## src/rtl/state_mem_pkg.sv

```systemverilog
// rtl/state_mem_pkg.sv - shared types and default sizing for the FPU state-memory register bank
//
// Purpose : load-engine state encoding plus the default register/datapath geometry
//           used by the FPU top when instantiating state_reg_bank.
// Ports   : none (package).
package state_mem_pkg;

    typedef enum logic {
        LD_IDLE = 1'b0,
        LD_WAIT = 1'b1
    } ld_state_t;

    localparam int DEF_NUM_REGS = 16;
    localparam int DEF_DATA_W   = 32;
    localparam int DEF_NUM_SRC  = 6;
    localparam int DEF_NUM_RD   = 2;

endpackage

```

## src/rtl/state_reg_bank_src_select_mux.sv

```systemverilog
// rtl/state_reg_bank_src_select_mux.sv - per-register datapath source select
//
// Purpose : picks one of NUM_SRC datapath results for a single register.
//           An out-of-range select yields hold_data and drops valid_sel.
// Ports   : sel        in  SRC_W            source index
//           src_data   in  NUM_SRC*DATA_W   datapath results, source k at [k*DATA_W +: DATA_W]
//           hold_data  in  DATA_W           current register value
//           out_data   out DATA_W           selected source, or hold_data when sel is illegal
//           valid_sel  out 1                sel < NUM_SRC
module src_select_mux #(
    parameter int DATA_W  = 32,
    parameter int NUM_SRC = 6,
    localparam int SRC_W  = $clog2(NUM_SRC + 1)
) (
    input  logic [SRC_W-1:0]          sel,
    input  logic [NUM_SRC*DATA_W-1:0] src_data,
    input  logic [DATA_W-1:0]         hold_data,
    output logic [DATA_W-1:0]         out_data,
    output logic                      valid_sel
);

    // Decoded compare rather than a direct index so that an illegal select
    // never reads beyond the packed source vector.
    always_comb begin
        out_data  = hold_data;
        valid_sel = 1'b0;
        for (int k = 0; k < NUM_SRC; k++) begin
            if (sel == SRC_W'(k)) begin
                out_data  = src_data[k*DATA_W +: DATA_W];
                valid_sel = 1'b1;
            end
        end
    end

endmodule

```

## src/rtl/state_reg_bank.sv

```systemverilog
// rtl/state_reg_bank.sv - FPU state-memory register bank with per-register source select and SRAM load engine
//
// Purpose : NUM_REGS registers, each with its own write enable and source select,
//           a single-outstanding SRAM load engine with per-register busy tracking,
//           and NUM_RD combinational read ports.
// Macro   : STATE_MEM_BYPASS_EN - when defined, read ports forward the value being
//           written this cycle (datapath first, then a non-cancelled SRAM return).
// Ports   : clk, rst (sync, active high)
//           src_data, wr_en, wr_sel          datapath write side
//           ld_req, ld_dst, ld_ready         load request side
//           sram_valid, sram_data            load return side
//           rd_addr, rd_data                 read ports
//           busy, err_sel, err_waw           status
module state_reg_bank
    import state_mem_pkg::*;
#(
    parameter int NUM_REGS = DEF_NUM_REGS,
    parameter int DATA_W   = DEF_DATA_W,
    parameter int NUM_SRC  = DEF_NUM_SRC,
    parameter int NUM_RD   = DEF_NUM_RD,
    localparam int REG_W   = $clog2(NUM_REGS),
    localparam int SRC_W   = $clog2(NUM_SRC + 1)
) (
    input  logic                       clk,
    input  logic                       rst,
    input  logic [NUM_SRC*DATA_W-1:0]  src_data,
    input  logic [NUM_REGS-1:0]        wr_en,
    input  logic [NUM_REGS*SRC_W-1:0]  wr_sel,
    input  logic                       ld_req,
    input  logic [REG_W-1:0]           ld_dst,
    output logic                       ld_ready,
    input  logic                       sram_valid,
    input  logic [DATA_W-1:0]          sram_data,
    input  logic [NUM_RD*REG_W-1:0]    rd_addr,
    output logic [NUM_RD*DATA_W-1:0]   rd_data,
    output logic [NUM_REGS-1:0]        busy,
    output logic                       err_sel,
    output logic                       err_waw
);

    ld_state_t            state, state_nx;
    logic [REG_W-1:0]     dst_q;
    logic                 cancel_q;
    logic [NUM_REGS-1:0]  busy_q;
    logic                 err_sel_q, err_waw_q;
    logic [DATA_W-1:0]    regs   [NUM_REGS];
    logic [DATA_W-1:0]    dp_val [NUM_REGS];
    logic [DATA_W-1:0]    nx_val [NUM_REGS];
    logic [NUM_REGS-1:0]  valid_sel;
    logic [NUM_REGS-1:0]  dp_wr;
    logic [NUM_REGS-1:0]  wr_now;
    logic                 accept, ret, waw;

    for (genvar r = 0; r < NUM_REGS; r++) begin : g_mux
        src_select_mux #(
            .DATA_W  (DATA_W),
            .NUM_SRC (NUM_SRC)
        ) u_mux (
            .sel       (wr_sel[r*SRC_W +: SRC_W]),
            .src_data  (src_data),
            .hold_data (regs[r]),
            .out_data  (dp_val[r]),
            .valid_sel (valid_sel[r])
        );
    end

    assign dp_wr = wr_en & valid_sel;

    // Load engine next state and handshake strobes.
    always_comb begin
        accept   = (state == LD_IDLE) && ld_req;
        ret      = (state == LD_WAIT) && sram_valid;
        waw      = (state == LD_WAIT) && dp_wr[dst_q];
        state_nx = state;
        case (state)
            LD_IDLE: if (ld_req)     state_nx = LD_WAIT;
            LD_WAIT: if (sram_valid) state_nx = LD_IDLE;
            default:                 state_nx = LD_IDLE;
        endcase
    end

    // Per-register next value: datapath wins; an SRAM return lands only when
    // nothing cancelled it. Shared by the register update and the bypass path.
    always_comb begin
        for (int r = 0; r < NUM_REGS; r++) begin
            wr_now[r] = dp_wr[r];
            nx_val[r] = dp_val[r];
            if (!dp_wr[r] && ret && !cancel_q && (dst_q == REG_W'(r))) begin
                wr_now[r] = 1'b1;
                nx_val[r] = sram_data;
            end
        end
    end

    always_ff @(posedge clk) begin
        if (rst) state <= LD_IDLE;
        else     state <= state_nx;
    end

    always_ff @(posedge clk) begin
        if (rst) begin
            for (int r = 0; r < NUM_REGS; r++) regs[r] <= '0;
            busy_q    <= '0;
            dst_q     <= '0;
            cancel_q  <= 1'b0;
            err_sel_q <= 1'b0;
            err_waw_q <= 1'b0;
        end else begin
            for (int r = 0; r < NUM_REGS; r++) begin
                if (wr_now[r]) regs[r] <= nx_val[r];
            end
            if (accept) begin
                dst_q          <= ld_dst;
                cancel_q       <= 1'b0;
                busy_q[ld_dst] <= 1'b1;
            end else if (waw) begin
                cancel_q <= 1'b1;
            end
            // busy only clears on the return, even for a cancelled load.
            if (ret) busy_q[dst_q] <= 1'b0;
            err_sel_q <= |(wr_en & ~valid_sel);
            err_waw_q <= waw;
        end
    end

    always_comb begin
        rd_data = '0;
        for (int p = 0; p < NUM_RD; p++) begin
`ifdef STATE_MEM_BYPASS_EN
            rd_data[p*DATA_W +: DATA_W] = wr_now[rd_addr[p*REG_W +: REG_W]]
                                        ? nx_val[rd_addr[p*REG_W +: REG_W]]
                                        : regs[rd_addr[p*REG_W +: REG_W]];
`else
            rd_data[p*DATA_W +: DATA_W] = regs[rd_addr[p*REG_W +: REG_W]];
`endif
        end
    end

    assign ld_ready = (state == LD_IDLE);
    assign busy     = busy_q;
    assign err_sel  = err_sel_q;
    assign err_waw  = err_waw_q;

endmodule

```

## config.mk

```make
export PLATFORM = sky130hd
export DESIGN_NAME = state_reg_bank
export DESIGN_NICKNAME = d
export VERILOG_FILES = /design/src/rtl/state_mem_pkg.sv /design/src/rtl/state_reg_bank_src_select_mux.sv /design/src/rtl/state_reg_bank.sv
export SDC_FILE = /design/constraint.sdc
export NUM_CORES = 2
export LEC_CHECK = 0
export BUFFER_PORTS_ARGS = -buffer_cell sky130_fd_sc_hd__buf_2
export CAP_MARGIN = 10
export CORE_ASPECT_RATIO = 1.2
export CORE_UTILIZATION = 30
export CTS_CLUSTER_SIZE = 25
export DETAILED_ROUTE_END_ITERATION = 10
export PLACE_DENSITY = 0.57
export SYNTH_ARGS = -nofsm -noshare
export SYNTH_HDL_FRONTEND = slang
export SYNTH_HIERARCHICAL = 1
export SYNTH_SLANG_ARGS = --single-unit
export TNS_END_PERCENT = 10
```

## constraint.sdc

```tcl
create_clock -name clk -period 2.5 [get_ports clk]
set_input_delay 0.125 -clock clk [delete_from_list [all_inputs] [get_ports clk]]
set_output_delay 0.125 -clock clk [all_outputs]
set_load 0.02 [all_outputs]
```

# After elaboration in Yosys (flattened, before gate mapping)
# Memories as Yosys holds them, arrays and structs flattened.
# Cells that the tools add are included.
totals:
  reg_bits: 24
  mem_bits_rw: 512
  inputBits: 304
  out_inout_bits: 83
  elab_cells: 552
  memories: 1
memory_table:
  columns: ["name", "depth", "width", "read_ports", "rd_clocked_by_memory_dff", "write_ports", "line", "text"]
  rows:
  - ["regs", 16, 32, 2, 0, 16, "state_reg_bank.sv:46", "logic [DATA_W-1:0] regs [NUM_REGS];"]
classes:
  n_lt_le_gt_ge: 4
  eq_ne: 111
  n_mux: 302
  n_bitwise: 23
  reduce_logical: 105
op_table:
  columns: ["operator", "n"]
  rows:
  - ["$mux W32", 128]
  - ["$mux W1", 167]
  - ["$ne A7 B7 Y1 const B", 16]
  - ["$eq A3 B2 Y1 const B", 32]
  - ["$eq A3 B3 Y1 const B", 32]
  - ["$logic_and A1 B1 Y1", 53]
  - ["$and A16 B16 Y16", 3]
  - ["$eq A3 B1 Y1 const B", 16]
  - ["$logic_not A3 Y1", 16]
  - ["$mux W16", 3]
  - ["$eq A4 B4 Y1 const B", 8]
  - ["$not A16 Y16", 2]
  - ["$reduce_and A2 Y1", 16]
  - ["$logic_not A1 Y1", 17]
  - ["$eq A4 B3 Y1 const B", 4]
  - ["$or A1 B1 Y1", 16]
  - ["$or A16 B16 Y16", 1]
  - ["$reduce_or A16 Y1", 1]
  - ["$lt A4 B5 Y1 const B", 2]
  - ["$demux W1 S4", 2]
  - ["$eq A4 B2 Y1 const B", 2]
  - ["$ge A4 B1 Y1 const B", 2]
  - ["$bmux W1 S4", 1]
  - ["$eq A4 B1 Y1 const B", 1]
  - ["other kinds (4)", 4]

# Logic depth before layout (Yosys ltp)
logic_depth:
  ltp_word: 18
  ltp_mapped: 10

# By module
# The synthesis kept the hierarchy.
by_module_without_submodules:
  columns: ["mod", "n_inst", "cells_per_inst", "area_each_um2", "seq_area_each_um2"]
  rows:
  - ["src_select_mux", 16, 224, 2477.4, 0.0]
  - ["state_reg_bank", 1, 2767, 33288.2, 15855.2]

# Least setup slack after synthesis
# No wires, ideal clock.
synth_timing:
  kind: "register -> register"
  from: "register dst_q[1]"
  to: "memory regs[8][0], enable pin"
  setup_time_ps: 395
  arrival_ps: 1796
  t_required_ps: 2105
  path_slack_ps: 309
  path_stages_with_launch: 6
  n_path_buf: 2
  period_less_slack_ps: 2191
  path_cell_list: "dfxtp_1 -> buf_4 -> nor2_1 -> buf_2 -> nand2_1 -> nand3b_1"
synth_rtl:
  columns: ["item", "line", "text"]
  rows:
  - ["start: declaration", "state_reg_bank.sv:42", "logic [REG_W-1:0] dst_q;"]
  - ["start signal: assignment", "state_reg_bank.sv:113", "dst_q <= ld_dst;"]
  - ["end: declaration", "state_reg_bank.sv:46", null]

==> impl_metrics.py <==
metrics = {
    "status": {
        "status": "complete, but fails checks",
        "violations": "setup timing",
    },
    "floorplanning": {
        "die_h_um": 542,
        "rows": 197,
        "die_area_sq_um": 245000,
        "coreArea_sq_um": 241000,
        "die_w_um": 452,
        "ios": 387,
        "start_util": 0.303,
    },
    "pwr": {
        "powerDensity_nw_per_um2": 475,
        "seq_power_share": 0.307,
        "comb_power_share": 0.384,
        "pwr-share-clk": 0.309,
        "switching_power_mw": 14.9,
        "internal-power_mw": 23.2,
        "p_sw_frac": 0.390,
        "ir_drop_mv": 0.459,
        "p_leak_nw": 32.0,
    },
    "detailed_routing": {
        "routed-via-count": 65600,
        "wl_per_cell_um": 40.5,
        "route.detailed.drc": 0,
        "wl_met3_um": 51100,
        "detail-route-antenna-nets": 0,
        "drtIter0Drc": 9701,
        "wl_met1_um": 140000,
        "firstDrtPassIters": 8,
        "met2WireLength_um": 167000,
        "wl_um": 394000,
        "vias_per_cell": 6.75,
        "topRoutingLayerUsed": "met5",
    },
    "synthesis": {
        "yosys_register_bits": 536,
        "syn-instance-count": 6351,
        "syn_area_per_cell_sq_um": 11.5,
        "syn_nets": 6655,
        "syn-cell-area_sq_um": 72900,
        "yosys_warnings": 6,
        "ys_async_sr_fraction": 0,
        "synth_edf_count": 512,
        "synthFlopType": "edfxtp_1",
        "synth-seq-area-share": 0.217,
        "synth_cell_types": 59,
    },
    "timing": {
        "slew_headroom": 0.113,
        "max_freq_mhz": 349,
        "setup_ws_ns": -0.368,
        "grt_setup_unrepaired": "true",
        "setup_viol": 63,
        "period_needed_ns": 2.87,
        "final_hold_viol_count": 0,
        "worstMarginPinSlew_ns": 1.33,
        "min_period_over_period": 1.15,
        "slew_viol_final": 0,
        "final.setup_skew_ns": 0.0390,
    },
    "final_layout": {
        "nets": 6752,
        "fill_cells": 24000,
        "final_area_sq_um": 80300,
        "areaGrowthSynthToFinish_pct": 10.1,
        "postLayoutCoreUtil": 0.333,
        "drive_gt1_frac": 0.428,
        "multi_input_area_sq_um": 50800,
        "ff_latch_area_sq_um": 15900,
        "final_cells": 9717,
    },
    "run": {
        "max-cap-violations": 0,
    },
    "worst_setup_path": {
        "path_max_fanout": 3,
        "critical_path_class": "flop to primary output",
        "setup.worst_path.start_class": "flop",
        "crit_path_end_kind": "primary output",
        "required_ns": 2.38,
        "arrival_ns": 2.74,
    },
    "placement": {
        "place_area_sq_um": 77100,
        "io_buffers": 386,
        "post-place-cells": 9512,
        "place_congestion": 0.981,
        "post-place-ws_ns": 0.151,
        "hpwl_um": 260000,
    },
    "clocking": {
        "worstSkewPairLatency_ns": 0.75,
        "clock_tree.buffer_depth": 3,
        "cts_buffers": 78,
        "cts_htree_levels": 3,
        "cts_tree": "yes",
        "cts_root_buf": "clkbuf_16",
        "numClockSinks": 536,
        "path_clk_slew_ns": 0.06,
    },
    "grt": {
        "grt_max_degree": 67,
        "antenna_found_initial": 64,
        "grt_pass1_vias": 63400,
        "grt_usage": 0.309,
        "gr-total-overflow": 0,
        "grt_pass1_wl_um": 534000,
    },
    "worst_hold_path": {
        "hold_class": "primary input to flop",
    },
}
-- cell type report --
type,count,share of cell area
Antenna cell,22,0.000686
Clock buffer,102,0.0269
Clock inverter,41,0.00397
Inverter,19,0.000888
Multi-Input combinational cell,5056,0.633
Sequential cell,536,0.197
Tap cell,3184,0.0496
Timing Repair Buffer,757,0.0878
-- state kept, by name, summed over array words and instances, names as in the netlist --
name,flops
dst_q,4
busy,16
err_sel,1
cancel_q,1
regs,512
state,1
err_waw,1
-- power by group through the flow --
stage	Sequential [mW]	Combinational (mW)	Clock [mW]
after CTS	11.6	14.2	11.7
after global placement	11.7	13.6	0
after detailed placement	11.8	13.9	0
after floorplan	11.3	9.48	0
final	11.7	14.6	11.8
after global routing	11.7	15.0	12.0
-- cells in the mapped netlist, types with 6 or more instances --
master | n | area (sq um)
o221ai_1 | 33 | 289
buf_12 | 48 | 961
nand2_1 | 876 | 3290
o211ai_1 | 32 | 240
nand2b_1 | 536 | 3350
mux4_2 | 249 | 5610
clkbuf_8 | 25 | 344
inv_1 | 19 | 71.3
mux4_1 | 60 | 1580
buf_8 | 122 | 1830
buf_2 | 210 | 1050
a21boi_1 | 6 | 45.0
a21oi_1 | 329 | 1650
mux2_2 | 32 | 360
clkbuf_1 | 160 | 601
nand3_1 | 15 | 75.1
dfxtp_1 | 24 | 480
edfxtp_1 | 512 | 15400
and3_1 | 13 | 81.3
a21oi_2 | 104 | 911
nor2_1 | 104 | 390
a211oi_1 | 17 | 128
mux4_4 | 14 | 350
o211ai_2 | 480 | 6010
mux2_4 | 480 | 7210
o221ai_2 | 480 | 7210
buf_6 | 101 | 1140
buf_4 | 68 | 510
mux2i_1 | 1121 | 11200
or2_1 | 23 | 144
a221o_1 | 6 | 60.1
-- through the flow --
step / hold slack (ns) / TNS (ns) / power (mW)
floorplan: 0.261 / 0 / 20.7
global placement: 0.424 / 0 / 25.3
finish: 0.0301 / -7.58 / 38.1
global route: 0.00794 / -7.57 / 38.7
CTS: 0.00633 / -6.78 / 37.5
detailed placement: 0.425 / 0 / 25.7
-- layer usage --
metal / GRT usage / vias to the layer above
li1: - / 25100
met1: 0.364 / 32900
met2: 0.459 / 5801
met3: 0.109 / 1724
met4: 0.232 / 54
met5: 0.00633 / -
-- critical path, stage by stage (launching register included) --
cell	delay, ns
edfxtp_1	0.50
mux4_4	0.63
mux4_2	0.64
buf_6	0.20
-- logic make-up (layout without fill, tap and decap cells) --
group / Yosys count / after routing / synth area share
other: 0 / 22 / 0
AND/OR/NAND/NOR: 1593 / 1593 / 0.103
AO/OA/AOI/OAI: 1507 / 1507 / 0.229
buffers and inverters: 759 / 919 / 0.0896
flip-flops: 536 / 536 / 0.217
multiplexers: 1956 / 1956 / 0.361
-- timing repair --
| item | in CTS | in global routing |
|---|---|---|
| buffers inserted | 1 | 0 |
| hold buffers | 39 | 0 |
| hold endpoints to repair | 284 | 0 |
| endpoints found under the setup margin | 64 | 64 |
| gates resized for setup | 115 | 32 |
-- worst paths after layout --
path                             from  depth (start not counted)                        end  slack (ns)
max reg2reg          state$_SDFF_PP0_                          8   regs[7][3]$_SDFFCE_PN0P_        0.02
min reg2reg       busy[10]$_SDFF_PP0_                          2        busy[10]$_SDFF_PP0_        0.52
min                      sram_data[5]                          3  regs[11][5]$_SDFFCE_PP0P_        0.03
max          regs[6][0]$_SDFFCE_PN0P_                          3                rd_data[32]       -0.37
-- cell usage in the layout, fill, tap and decap left out, types with 5 or more instances in the layout --
cell / Yosys / routed
mux2i_1: 1121 / 1121
a31oi_1: 5 / 5
dfxtp_1: 24 / 24
or2_2: 1 / 6
nand2b_2: 0 / 6
edfxtp_1: 512 / 512
a21boi_1: 6 / 6
a21oi_1: 329 / 329
o221ai_2: 480 / 480
buf_6: 101 / 75
buf_4: 68 / 235
buf_12: 48 / 131
nand2b_1: 536 / 513
a21oi_2: 104 / 104
clkbuf_1: 160 / 17
nor2b_1: 5 / 5
dlygate4sd3_1: 0 / 39
mux2_2: 32 / 32
mux2_4: 480 / 480
or2_4: 0 / 18
mux4_4: 14 / 14
inv_1: 19 / 19
diode_2: 0 / 22
nand3_2: 3 / 13
o211ai_2: 480 / 480
nand2_1: 876 / 876
nand2b_4: 0 / 17
a221o_4: 0 / 6
buf_2: 210 / 273
clkinv_1: 0 / 18
mux4_2: 249 / 279
and3_2: 0 / 12
o221ai_1: 33 / 33
nor2_1: 104 / 104
clkbuf_16: 0 / 82
clkinv_2: 0 / 14
mux4_1: 60 / 30
o211ai_1: 32 / 32
a211oi_1: 17 / 17
No activity file was read; power rests on OpenSTA's default activity.
